### src/rtl/rf_wb_arbiter_if.sv
`default_nettype none
// ============================================================================
//  Module      : rf_wb_arbiter_if
//  Description : Bundle of writeback-source handshakes, issue/decode
//                scoreboard signals and register-file write-port outputs
//                used by rf_wb_arbiter.
//  Revision    : 1.0 - initial release
// ============================================================================
interface rf_wb_arbiter_if #(
    parameter int XLEN = 32,
    parameter int AW   = 5
);
    // Single-cycle ALU writeback source
    logic                 alu_valid;
    logic                 alu_ready;
    logic [AW-1:0]        alu_rd;
    logic [XLEN-1:0]      alu_wd;

    // Long-latency (load/MUL) writeback source
    logic                 mem_valid;
    logic                 mem_ready;
    logic [AW-1:0]        mem_rd;
    logic [XLEN-1:0]      mem_wd;

    // Long-latency issue and decode-stage hazard query
    logic                 iss_valid;
    logic [AW-1:0]        iss_rd;
    logic [AW-1:0]        rs1;
    logic [AW-1:0]        rs2;
    logic                 hazard;

    // Register file write port and scoreboard view
    logic                 rf_we;
    logic [AW-1:0]        rf_a3;
    logic [XLEN-1:0]      rf_wd;
    logic [(2**AW)-1:0]   busy;

    modport master (
        output alu_valid, alu_rd, alu_wd,
        output mem_valid, mem_rd, mem_wd,
        output iss_valid, iss_rd, rs1, rs2,
        input  alu_ready, mem_ready, hazard,
        input  rf_we, rf_a3, rf_wd, busy
    );

    modport slave (
        input  alu_valid, alu_rd, alu_wd,
        input  mem_valid, mem_rd, mem_wd,
        input  iss_valid, iss_rd, rs1, rs2,
        output alu_ready, mem_ready, hazard,
        output rf_we, rf_a3, rf_wd, busy
    );
endinterface
`default_nettype wire

### src/rtl/rf_wb_arbiter.sv
`default_nettype none
// ============================================================================
//  Module      : rf_wb_arbiter
//  Description : Shares the register file's single write port between the
//                ALU and long-latency writeback paths, keeps a busy bit per
//                register for outstanding long-latency results and flags
//                read-after-write hazards to decode.
//                Optional macro RF_WB_RR_ARB_EN: round-robin arbitration on
//                contention (default: fixed priority, mem over alu).
//  Revision    : 1.0 - initial release
// ============================================================================
module rf_wb_arbiter #(
    parameter int XLEN = 32,
    parameter int AW   = 5
) (
    input  wire logic      clk,
    input  wire logic      rst_n,
    rf_wb_arbiter_if.slave bus
);
    localparam int NREG = 2**AW;

    logic              mem_grant;
    logic              alu_grant;
    logic              xfer;
    logic [AW-1:0]     sel_rd;
    logic [XLEN-1:0]   sel_wd;

    logic              rf_we_q;
    logic [AW-1:0]     rf_a3_q;
    logic [XLEN-1:0]   rf_wd_q;

    logic [NREG-1:0]   busy_q;
    logic [NREG-1:0]   busy_d;

    logic              hz_rs1;
    logic              hz_rs2;

`ifdef RF_WB_RR_ARB_EN
    // Set when mem should win the next contended cycle; flips after each one
    logic              prefer_mem_q;

    // Grant: lone requester wins, contention resolved by the RR preference
    always_comb begin
        mem_grant = 1'b0;
        alu_grant = 1'b0;
        if (rst_n) begin
            if (bus.mem_valid && bus.alu_valid) begin
                mem_grant = prefer_mem_q;
                alu_grant = !prefer_mem_q;
            end else begin
                mem_grant = bus.mem_valid;
                alu_grant = bus.alu_valid;
            end
        end
    end

    // RR pointer advances only on contended cycles so the loser goes next
    always_ff @(posedge clk or negedge rst_n) begin
        if (!rst_n) begin
            prefer_mem_q <= 1'b1;
        end else if (bus.mem_valid && bus.alu_valid) begin
            prefer_mem_q <= !prefer_mem_q;
        end
    end
`else
    // Grant: fixed priority, the long-latency path always beats the ALU
    always_comb begin
        mem_grant = rst_n && bus.mem_valid;
        alu_grant = rst_n && bus.alu_valid && !bus.mem_valid;
    end
`endif

    assign bus.mem_ready = mem_grant;
    assign bus.alu_ready = alu_grant;

    // Mux the granted source onto the write-port input
    always_comb begin
        xfer   = mem_grant || alu_grant;
        sel_rd = bus.alu_rd;
        sel_wd = bus.alu_wd;
        if (mem_grant) begin
            sel_rd = bus.mem_rd;
            sel_wd = bus.mem_wd;
        end
    end

    // Registered write port; x0 writes take the slot but never assert we
    always_ff @(posedge clk or negedge rst_n) begin
        if (!rst_n) begin
            rf_we_q <= 1'b0;
            rf_a3_q <= '0;
            rf_wd_q <= '0;
        end else if (xfer) begin
            rf_we_q <= (sel_rd != '0);
            rf_a3_q <= sel_rd;
            rf_wd_q <= sel_wd;
        end else begin
            rf_we_q <= 1'b0;
        end
    end

    // Scoreboard next state: mem writeback clears, issue sets, set wins
    always_comb begin
        busy_d = busy_q;
        if (mem_grant) begin
            busy_d[bus.mem_rd] = 1'b0;
        end
        if (bus.iss_valid && (bus.iss_rd != '0)) begin
            busy_d[bus.iss_rd] = 1'b1;
        end
        busy_d[0] = 1'b0;
    end

    // Scoreboard register
    always_ff @(posedge clk or negedge rst_n) begin
        if (!rst_n) begin
            busy_q <= '0;
        end else begin
            busy_q <= busy_d;
        end
    end

    // Hazard: source outstanding, or about to be written by the output stage
    always_comb begin
        hz_rs1 = (bus.rs1 != '0) &&
                 (busy_q[bus.rs1] || (rf_we_q && (rf_a3_q == bus.rs1)));
        hz_rs2 = (bus.rs2 != '0) &&
                 (busy_q[bus.rs2] || (rf_we_q && (rf_a3_q == bus.rs2)));
    end

    assign bus.hazard = rst_n && (hz_rs1 || hz_rs2);
    assign bus.rf_we  = rf_we_q;
    assign bus.rf_a3  = rf_a3_q;
    assign bus.rf_wd  = rf_wd_q;
    assign bus.busy   = busy_q;

endmodule
`default_nettype wire

### src/flat_wrapper.sv
// flat-port wrapper written by rule: the top's interface ports become plain ports
module rf_wb_arbiter_flat 
#(
    parameter int XLEN = 32,
    parameter int AW   = 5
)
  (clk, rst_n, bus_alu_valid, bus_alu_rd, bus_alu_wd, bus_mem_valid, bus_mem_rd, bus_mem_wd, bus_iss_valid, bus_iss_rd, bus_rs1, bus_rs2, bus_alu_ready, bus_mem_ready, bus_hazard, bus_rf_we, bus_rf_a3, bus_rf_wd, bus_busy);
  rf_wb_arbiter_if #(.XLEN(XLEN), .AW(AW)) bus_i ();
  input  wire logic clk;
  input  wire logic rst_n;
  input wire logic [$bits(bus_i.alu_valid)-1:0] bus_alu_valid;
  input wire logic [$bits(bus_i.alu_rd)-1:0] bus_alu_rd;
  input wire logic [$bits(bus_i.alu_wd)-1:0] bus_alu_wd;
  input wire logic [$bits(bus_i.mem_valid)-1:0] bus_mem_valid;
  input wire logic [$bits(bus_i.mem_rd)-1:0] bus_mem_rd;
  input wire logic [$bits(bus_i.mem_wd)-1:0] bus_mem_wd;
  input wire logic [$bits(bus_i.iss_valid)-1:0] bus_iss_valid;
  input wire logic [$bits(bus_i.iss_rd)-1:0] bus_iss_rd;
  input wire logic [$bits(bus_i.rs1)-1:0] bus_rs1;
  input wire logic [$bits(bus_i.rs2)-1:0] bus_rs2;
  output wire logic [$bits(bus_i.alu_ready)-1:0] bus_alu_ready;
  output wire logic [$bits(bus_i.mem_ready)-1:0] bus_mem_ready;
  output wire logic [$bits(bus_i.hazard)-1:0] bus_hazard;
  output wire logic [$bits(bus_i.rf_we)-1:0] bus_rf_we;
  output wire logic [$bits(bus_i.rf_a3)-1:0] bus_rf_a3;
  output wire logic [$bits(bus_i.rf_wd)-1:0] bus_rf_wd;
  output wire logic [$bits(bus_i.busy)-1:0] bus_busy;
  assign bus_i.alu_valid = bus_alu_valid;
  assign bus_i.alu_rd = bus_alu_rd;
  assign bus_i.alu_wd = bus_alu_wd;
  assign bus_i.mem_valid = bus_mem_valid;
  assign bus_i.mem_rd = bus_mem_rd;
  assign bus_i.mem_wd = bus_mem_wd;
  assign bus_i.iss_valid = bus_iss_valid;
  assign bus_i.iss_rd = bus_iss_rd;
  assign bus_i.rs1 = bus_rs1;
  assign bus_i.rs2 = bus_rs2;
  assign bus_alu_ready = bus_i.alu_ready;
  assign bus_mem_ready = bus_i.mem_ready;
  assign bus_hazard = bus_i.hazard;
  assign bus_rf_we = bus_i.rf_we;
  assign bus_rf_a3 = bus_i.rf_a3;
  assign bus_rf_wd = bus_i.rf_wd;
  assign bus_busy = bus_i.busy;
  rf_wb_arbiter #(.XLEN(XLEN), .AW(AW)) u_core (.clk(clk), .rst_n(rst_n), .bus(bus_i));
endmodule
### config.mk
export PLATFORM = sky130hd
export DESIGN_NAME = rf_wb_arbiter_flat
export DESIGN_NICKNAME = d
export VERILOG_FILES = /design/src/rtl/rf_wb_arbiter_if.sv /design/src/rtl/rf_wb_arbiter.sv /design/src/flat_wrapper.sv
export SDC_FILE = /design/constraint.sdc
export NUM_CORES = 1
export LEC_CHECK = 0
export CORE_UTILIZATION = 30
export DETAILED_ROUTE_END_ITERATION = 6
export GPL_ROUTABILITY_DRIVEN = 0
export GPL_TIMING_DRIVEN = 0
export PLACE_DENSITY = 0.69
export SETUP_SLACK_MARGIN = 0.5
export SLEW_MARGIN = 20
export SYNTH_ARGS = -nofsm -noshare
export SYNTH_HDL_FRONTEND = slang
export SYNTH_SLANG_ARGS = --single-unit
### constraint.sdc
create_clock -name clk -period 2.52 [get_ports clk]
set_clock_uncertainty 0.15 [all_clocks]
set_input_delay 0.378 -clock clk [delete_from_list [all_inputs] [get_ports clk]]
set_output_delay 0.378 -clock clk [all_outputs]
set_load 0.02 [all_outputs]
==> impl_metrics.yaml, run 1 <==
outcome:
  status: "finished with violations"
  violations: "setup timing"
setup_path:
  r2r_setup_slack_ns: 1.47
  crit_arrival_ns: 2.35
  startpoint: "u_core.bus.busy[19]"
  cp.required_ns: 1.99
  crit_path_start_kind: "flip-flop"
  r2r_cells: 3
  rr_startpoint: "u_core.bus.busy[19]"
  worstSetupPathType: "flip-flop to output port"
  worstSetupEndpointType: "output port"
  crit_end: "bus_hazard"
  r2r_end: "u_core.bus.busy[19]"
  path_max_fanout: 2
place:
  place_hpwl_mm: 9.43
  dpl-instance-area_sq_mm: 0.00560
  dp_cells: 686
  io_buffers: 160
layout:
  area_delta_synth_final_pct: 66.7
  drive_gt1_share_pct: 15.0
  nNetsFinal: 642
  stdcell_area_sq_mm: 0.00620
  stdcell_count: 721
  fill_cells: 1071
  diodes: 0
logic_synthesis:
  ys_seq_elements: 69
  synth_seq_area_share_pct: 46.4
  synth_edf_count: 0
  synth_fp_nets: 451
  yosys_warnings: 0
  ys_top_cells_by_count: "o21ai_0 (94), dfrtp_1 (69), nand2_1 (44)"
  synth_top_cell_area_share_pct: 46.4
  synth_cell_type_count: 37
  synthCells: 357
  synth_top_flop_cell: "dfrtp_1"
  yosys-top-cells-area: "dfrtp_1 (46%), o21ai_0 (13%), mux2i_1 (10%)"
  yosysTopAreaCell: "dfrtp_1"
  syn_avg_cell_area_sq_um: 10.4
  synthArstFlopShare_pct: 100
  synth_area_sq_mm: 0.00372
  synth.most_common_cell: "o21ai_0"
sta:
  setup_viol_count_final: 1
  rsz0062_at_grt: "yes"
  worst_pin_slew_ns: 0.567
  fin_crit_sh_pct: 114
  slew_headroom_pct: 62.2
  fmax_mhz: 348
  drv_slew: 0
  hold_viol: 0
  setup_slack_ns: -0.353
  min_period_ns: 2.87
clocking:
  root_buffer: "clkbuf_16"
  clk_path_buf_depth: 2
  cts_sinks: 69
  cts_tree: "built"
  clk_pin_slew_ns: 0.06
  worstSkewPairLatency_ns: 0.33
  cts_buffers: 9
  cts.htree.levels: 3
die:
  die_w_um: 113
  io-pin-count: 167
  dieArea_sq_mm: 0.0128
  start_util_pct: 30.8
  row_count: 40
  core_region_area_sq_mm: 0.0121
  die_y_um: 113
pwr:
  power_mw: 4.37
  power_switching_mw: 1.38
  power_leakage_nw: 2.50
  ir_drop_uv: 453
  combPwrFrac_pct: 35.3
  powerDensity_mw_per_mm2: 705
  seqPwrFrac_pct: 34.2
  switching_share_pct: 31.6
  internal_power_mw: 2.99
  clockPowerShare_pct: 30.5
drt:
  vias: 3712
  via_per_inst: 5.15
  totalWireLength_mm: 13.3
  drc: 0
  drt-initial-drc-count: 280
  wire_per_inst_um: 18.4
  firstDrtPassIters: 4
  final_antenna_net_count: 0
job:
  cap_violations: 0
grt:
  grt_use_met2_pct: 34.6
  busiest_layer: "met2"
  antenna_found_initial: 0
  grt_pass1_vias: 3746
  grt_use_total_pct: 20.8
  grt_remaining_overflow: 0
  grt_util_met3_pct: 5.41
  use_met1_pct: 26.0
  grt_pass1_wl_mm: 20.2
  grt_max_degree: 21
worst_hold_path:
  hold_path.class: "input pin to asynchronous set/reset pin"
[how the worst min path moves through the flow]
| stage | start | end | depth (start not counted) |
|---|---|---|---|
| floorplan | rst_n | u_core.bus.busy[10] | 0 |
| global placement | u_core.bus.rf_wd[0] | u_core.bus.rf_wd[0] | 2 |
| detailed placement | rst_n | u_core.bus.busy[12] | 1 |
| CTS | u_core.bus.rf_wd[31] | u_core.bus.rf_wd[31] | 2 |
| global route | rst_n | u_core.bus.busy[28] | 2 |
| finish | rst_n | u_core.bus.busy[28] | 2 |
[metrics by stage]
stage	util (%)	TNS [ns]	worst slack (ns)	hold slack, ns
floorplan	-	0	0.133	-0.0676
detailed placement	46.4	-10.94	-1.10	0.224
CTS	51.2	-0.560	-0.355	0.334
global route	51.4	-0.416	-0.416	0.0399
global placement	46.3	-329.32	-3.81	0.313
finish	51.4	-0.353	-0.353	0.0325
[layout make-up]
| type | instances | area [sq um] | share of cell area (%) |
|---|---|---|---|
| Tap cell | 168 | 210 | 3.39 |
| Clock inverter | 5 | 75.1 | 1.21 |
| Timing Repair Buffer | 180 | 1850 | 29.8 |
| Multi-Input combinational cell | 263 | 1930 | 31.1 |
| Buffer | 21 | 146 | 2.36 |
| Sequential cell | 69 | 1740 | 28.0 |
| Inverter | 4 | 22.5 | 0.363 |
| Clock buffer | 11 | 233 | 3.75 |
[cells by family (layout without fill, tap and decap cells)]
kind of cell / Yosys count / after routing / synth area share [%]
AOI/OAI and AO/OA: 110 / 110 / 15.6
and+or+nand+nor: 84 / 84 / 11.0
DFF: 69 / 69 / 46.4
muxes: 58 / 58 / 20.8
buffers and inverters: 25 / 221 / 3.73
xor gates and xnor gates: 10 / 10 / 2.36
other: 1 / 1 / 0.101
[power by group through the flow]
stage               combinational (mW)  clock, mW  sequential [mW]
floorplan                        0.449          0             1.72
global placement                  1.39          0             1.52
detailed placement                1.42          0             1.52
CTS                               1.54       1.36             1.49
global route                      1.64       1.40             1.52
finish                            1.54       1.34             1.50
[critical path, cell delays in order, from the launching register on]
cell and delay, ns:
dfrtp_2 0.42, mux4_2 0.48, mux2_4 0.28, and3_4 0.15, a311oi_2 0.20, o311a_1 0.25, o32ai_4 0.09, buf_6 0.15
[what timing repair did]
item	4_1_cts	5_1_grt
pin swaps	4	2
hold buffers	1	2
setup endpoints to repair	69	72
gates cloned	2	0
hold endpoints to repair	49	8
resized for setup	34	9
setup buffers	13	1
[metal layers]
layer / routed length, um / vias to the layer above
li1: - / 1694
met4: 215 / 0
met1: 5350 / 1799
met3: 1090 / 22
met5: 0 / -
met2: 6610 / 197
[state kept, by name, summed over array words and instances, names as in the netlist]
register	count
u_core.bus.rf_we	1
u_core.bus.rf_a3	5
u_core.bus.rf_wd	32
u_core.bus.busy	31
[cell usage in the layout, fill, tap and decap left out, types with 8 or more instances in the layout]
cell / netlist / layout
clkdlybuf4s50_1: 0 / 152
o21ai_0: 94 / 94
dfrtp_1: 69 / 61
nand2_1: 44 / 43
mux2i_1: 39 / 39
mux4_2: 15 / 15
buf_4: 2 / 14
clkbuf_1: 10 / 10
nand3b_1: 9 / 9
clkbuf_16: 0 / 9
nor2_1: 8 / 8
o21ai_1: 8 / 8
xor2_1: 8 / 8
dfrtp_2: 0 / 8
Power figures use the tool's default switching activity.
==> run 2, diff against run 1 <==
==> constraint.sdc (replaced) <==
create_clock -name clk -period 2.52 [get_ports clk]
set_clock_uncertainty 0.15 [all_clocks]
set_input_delay 0.378 -clock clk [delete_from_list [all_inputs] [get_ports clk]]
set_output_delay 0.378 -clock clk [all_outputs]
set_load 0.005 [all_outputs]
==> run 2 against run 1 <==
Effect of this change:
- the run still ends with setup timing left
- sequential cell count unchanged
- worst hold slack got worse by 0.024 ns
- sequential power about the same
- critical path depth decreased by 1
- routed wire length increased by 2.2%
- critical endpoint unchanged
- largest cell class unchanged
- highest routed layer unchanged
==> impl_metrics.yaml, run 2 (synthesized netlist as in run 1, its figures left out) <==
drt:
  totalWireLength_mm: 13.6
  drc: 0
  wire_per_inst_um: 18.8
  final_antenna_net_count: 0
  via_per_inst: 5.27
  vias: 3798
  firstDrtPassIters: 6
  drt-initial-drc-count: 319
layout:
  largest_reg_flops: 32
  final_common_cell: "clkdlybuf4s50_1"
  stdcell_area_sq_mm: 0.00622
  nNetsFinal: 642
  drive_gt1_share_pct: 14.5
  utilization_pct: 51.6
  diodes: 0
  area_delta_synth_final_pct: 67.3
  final_cell_mix: "clkdlybuf4s50_1 (151), o21ai_0 (94), dfrtp_1 (69)"
sta:
  setup_slack_ns: -0.252
  slew_headroom_pct: 62.0
  worst_pin_slew_ns: 0.571
  fin_crit_sh_pct: 110
  hold_viol: 0
  rsz0062_at_grt: "yes"
  fmax_mhz: 361
  setup_tns_ns: -0.252
  min_period_ns: 2.77
  drv_slew: 0
  setup_viol_count_final: 1
  hold_slack_ns: 0.00840
job:
  cap_violations: 0
die:
  io-pin-count: 167
  dieArea_sq_mm: 0.0128
  core_region_area_sq_mm: 0.0121
  die_w_um: 113
  start_util_pct: 30.8
  die_y_um: 113
  row_count: 40
pwr:
  ir_drop_uv: 347
  powerDensity_mw_per_mm2: 666
  power_leakage_nw: 2.54
setup_path:
  critPathMaxStageDelay_ns: 0.47
  cp_cell_sequence: "buf_4 -> mux4_2 -> mux4_2 -> nor3b_2 -> o32ai_2 -> buf_2"
  crit_path_start_kind: "flip-flop"
  cp.required_ns: 1.99
  crit_arrival_ns: 2.24
  crit_path_frequent_cell: "mux4_2"
  r2r_setup_slack_ns: 1.48
  worstSetupPathType: "flip-flop to output port"
  worstSetupEndpointType: "output port"
  slowest_stage: "mux4_2"
  path_max_fanout: 3
clocking:
  root_buffer: "clkbuf_16"
  worstSkewPairLatency_ns: 0.33
  cts.htree.levels: 3
  cts_tree: "built"
  cts_buffers: 9
  cts_sinks: 69
  clk_path_buf_depth: 2
  clk_pin_slew_ns: 0.06
grt:
  grt_max_degree: 27
  grt_remaining_overflow: 0
  grt_pass1_vias: 3836
  grt_use_total_pct: 21.2
  antenna_found_initial: 0
  grt_pass1_wl_mm: 20.8
place:
  dpl-instance-area_sq_mm: 0.00557
  place_hpwl_mm: 9.59
  io_buffers: 160
  post-place-ws_ns: -0.901
worst_hold_path:
  hold_path.class: "input pin to asynchronous set/reset pin"
outcome:
  violations: "setup timing"
  status: "finished with violations"
-- run 2: path summary, 6_finish.rpt --
path,to,start,depth (start not counted)
worst max-delay path,bus_hazard,u_core.bus.busy[17],6
worst min-delay path,u_core.bus.busy[24],rst_n,2
worst max register to register,u_core.bus.busy[17],u_core.bus.busy[17],3
worst min register to register,u_core.bus.rf_wd[30],u_core.bus.rf_wd[30],2
max in group asynchronous,u_core.bus.busy[8],rst_n,4
min in group clk,u_core.bus.rf_wd[30],u_core.bus.rf_wd[30],2
-- run 2: cell type report --
type	instances	area, sq um
Buffer	21	156
Clock buffer	9	225
Clock inverter	7	98.8
Fill cell	1075	5840
Inverter	4	22.5
Multi-Input combinational cell	263	1910
Sequential cell	69	1730
Tap cell	168	210
Timing Repair Buffer	180	1870
-- run 2: critical path: cells and delay by family, from the launching register on --
family	cells	cell delay, ns
multiplexers	2	0.92
buffers and inverters	2	0.29
AO/OA/AOI/OAI	1	0.11
flip-flops	1	0.40
AND/OR/NAND/NOR	1	0.20
-- run 2: timing repair --
item                       CTS  global route
gates resized for setup     31            14
hold buffers                 1             0
gates cloned                 3             0
setup buffers               14             1
pin swaps                    4             2
setup endpoints to repair   66            72
hold endpoints to repair    22             0
-- run 2: routing by layer --
layer | GRT usage (%) | share of wire, %
met1 | 27.1 | 38
met2 | 36.4 | 51
met3 | 3.59 | 8.5
met4 | 7.11 | 2.2
met5 | 0 | 0
-- run 2: metrics by stage --
step,total power [mW],cells
4_1_cts,4.16,720
2_1_floorplan,1.91,357
3_5_place_dp,2.68,686
6_report,4.14,721
5_1_grt,4.32,721
3_3_place_gp,2.64,685
-- run 2: power by group --
| group | leakage, nW | total [mW] | internal [mW] | switching (mW) |
|---|---|---|---|---|
| clock network | 0.156 | 1.36 | 0.871 | 0.491 |
| registers | 0.837 | 1.49 | 1.31 | 0.186 |
| logic | 1.55 | 1.29 | 0.806 | 0.483 |
| total | 2.54 | 4.14 | 2.98 | 1.16 |
==> run 3, diff against run 2 <==
--- a/config.mk
+++ b/config.mk
@@ -5,6 +5,7 @@
 export SDC_FILE = /design/constraint.sdc
 export NUM_CORES = 1
 export LEC_CHECK = 0
+export CORE_MARGIN = 4
 export CORE_UTILIZATION = 30
 export DETAILED_ROUTE_END_ITERATION = 6
 export GPL_ROUTABILITY_DRIVEN = 0
==> run 3 against run 2 <==
Effect of this change:
- the flow still finishes with violations (setup timing)
- maximum frequency is 0.61% lower
- global-route usage is 2.1 points lower
- cell area is 0.10% higher
- sequential cell count stayed put
- worst setup slack worse by 0.017 ns
- clock-buffer cell count stayed put
- non-clock buffer count is 4 higher
- combinational power hardly changed
==> impl_metrics.yaml, run 3 (synthesized netlist as in run 1, its figures left out) <==
clocking:
  worstSkewPairLatency_ns: 0.32
  cts_buffers: 9
  cts.htree.levels: 3
  clk_pin_slew_ns: 0.06
  clk_path_buf_depth: 2
  cts_sinks: 69
  cts_tree: "built"
  root_buffer: "clkbuf_16"
sta:
  setup_tns_ns: -0.269
  worst_pin_slew_ns: 0.677
  min_period_ns: 2.79
  fmax_mhz: 359
  rsz0062_at_grt: "yes"
  slew_headroom_pct: 54.7
  setup_slack_ns: -0.269
  setup_viol_count_final: 1
  hold_viol: 0
  drv_slew: 0
  hold_slack_ns: 0.0410
  fin_crit_sh_pct: 111
drt:
  wire_per_inst_um: 19.0
  final_antenna_net_count: 0
  totalWireLength_mm: 13.8
  via_per_inst: 5.14
  drc: 0
  firstDrtPassIters: 6
  vias: 3726
  drt-initial-drc-count: 253
die:
  row_count: 40
  die_w_um: 119
  core_region_area_sq_mm: 0.0121
  start_util_pct: 30.8
  io-pin-count: 167
  dieArea_sq_mm: 0.0142
  die_y_um: 119
setup_path:
  path_max_fanout: 3
  crit_arrival_ns: 2.26
  rr_startpoint: "u_core.bus.busy[17]"
  startpoint: "u_core.bus.busy[23]"
  r2r_setup_slack_ns: 1.45
  r2r_end: "u_core.bus.busy[17]"
  crit_path_start_kind: "flip-flop"
  cp.required_ns: 1.99
  worstSetupPathType: "flip-flop to output port"
  worstSetupEndpointType: "output port"
  r2r_cells: 3
  crit_end: "bus_hazard"
layout:
  area_delta_synth_final_pct: 67.5
  final_cell_mix: "clkdlybuf4s50_1 (152), o21ai_0 (94), dfrtp_1 (69)"
  stdcell_area_sq_mm: 0.00623
  nNetsFinal: 646
  final_common_cell: "clkdlybuf4s50_1"
  drive_gt1_share_pct: 15.3
  stdcell_count: 725
  diodes: 0
  fill_cells: 1084
  utilization_pct: 51.6
  largest_reg_flops: 32
place:
  dp_cells: 686
  dpl-instance-area_sq_mm: 0.00557
  post-place-ws_ns: -0.887
  io_buffers: 160
  place_hpwl_mm: 10.1
pwr:
  power_mw: 4.05
  internal_power_mw: 2.89
  power_switching_mw: 1.16
  power_leakage_nw: 2.53
  ir_drop_uv: 301
  powerDensity_mw_per_mm2: 651
  seqPwrFrac_pct: 36.8
  clockPowerShare_pct: 31.2
  switching_share_pct: 28.7
  combPwrFrac_pct: 32.0
grt:
  grt_max_degree: 22
  grt_use_total_pct: 19.1
  antenna_found_initial: 0
  grt_remaining_overflow: 0
  grt_pass1_vias: 3983
  grt_pass1_wl_mm: 21.5
job:
  cap_violations: 0
outcome:
  violations: "setup timing"
  status: "finished with violations"
worst_hold_path:
  hold_path.class: "input pin to asynchronous set/reset pin"
-- run 3: cell types whose count changed in the layout (fill, tap and decap cells not counted), moves of 2 or more --
| cell | change |
|---|---|
| buf_2 | -3 |
| buf_4 | +6 |
| buf_12 | -2 |
| clkbuf_4 | +2 |
| dlymetal6s2s_1 | -2 |
-- run 3: critical path: stages, from the launching register on --
cell     delay [ns]
dfrtp_1        0.40
buf_4          0.16
mux4_2         0.46
mux4_2         0.48
nor3b_2        0.19
o32ai_2        0.11
buf_2          0.14
-- run 3: worst min-delay path by stage --
stage | from | to | slack, ns | cells after the start
global route | rst_n | u_core.bus.rf_wd[23] | 0.04 | 2
CTS | bus_mem_rd[3] | u_core.bus.rf_a3[3] | 0.33 | 3
finish | rst_n | u_core.bus.busy[11] | 0.04 | 2
global placement | u_core.bus.rf_wd[30] | u_core.bus.rf_wd[30] | 0.31 | 2
floorplan | rst_n | u_core.bus.busy[10] | -0.07 | 0
detailed placement | rst_n | u_core.bus.busy[12] | 0.20 | 1
-- run 3: metal layers --
metal	track usage, %	wire length (um)	vias up	share of wire, %
li1	-	-	1705	-
met1	22.9	5320	1789	39
met2	32.6	6980	199	51
met3	5.08	1080	33	7.9
met4	7.80	381	0	2.8
met5	0	0	-	0
-- run 3: layout make-up --
cell class / instances / area [sq um] / area share (%)
flip-flops and latches: 69 / 1730 / 27.7
repair buffers: 184 / 1890 / 30.3
clock inverters: 7 / 73.8 / 1.19
multi-input cells: 263 / 1920 / 30.8
inverters: 4 / 22.5 / 0.362
plain buffers: 21 / 169 / 2.71
well taps: 168 / 210 / 3.37
clock buffers: 9 / 225 / 3.62
-- run 3: repair_timing --
action | in CTS | in global routing
hold buffers | 1 | 1
cloned | 3 | 0
endpoints found under the hold margin | 31 | 14
buffers inserted | 11 | 7
pin swaps | 4 | 3
endpoints found under the setup margin | 69 | 72
resized for setup | 34 | 24
-- run 3: power by group through the flow --
stage / Combinational, mW / Clock [mW] / Sequential, mW
6_report: 1.30 / 1.26 / 1.49
5_1_grt: 1.40 / 1.34 / 1.52
4_1_cts: 1.28 / 1.29 / 1.49
3_5_place_dp: 1.16 / 0 / 1.52
3_3_place_gp: 1.13 / 0 / 1.51
2_1_floorplan: 0.428 / 0 / 1.48
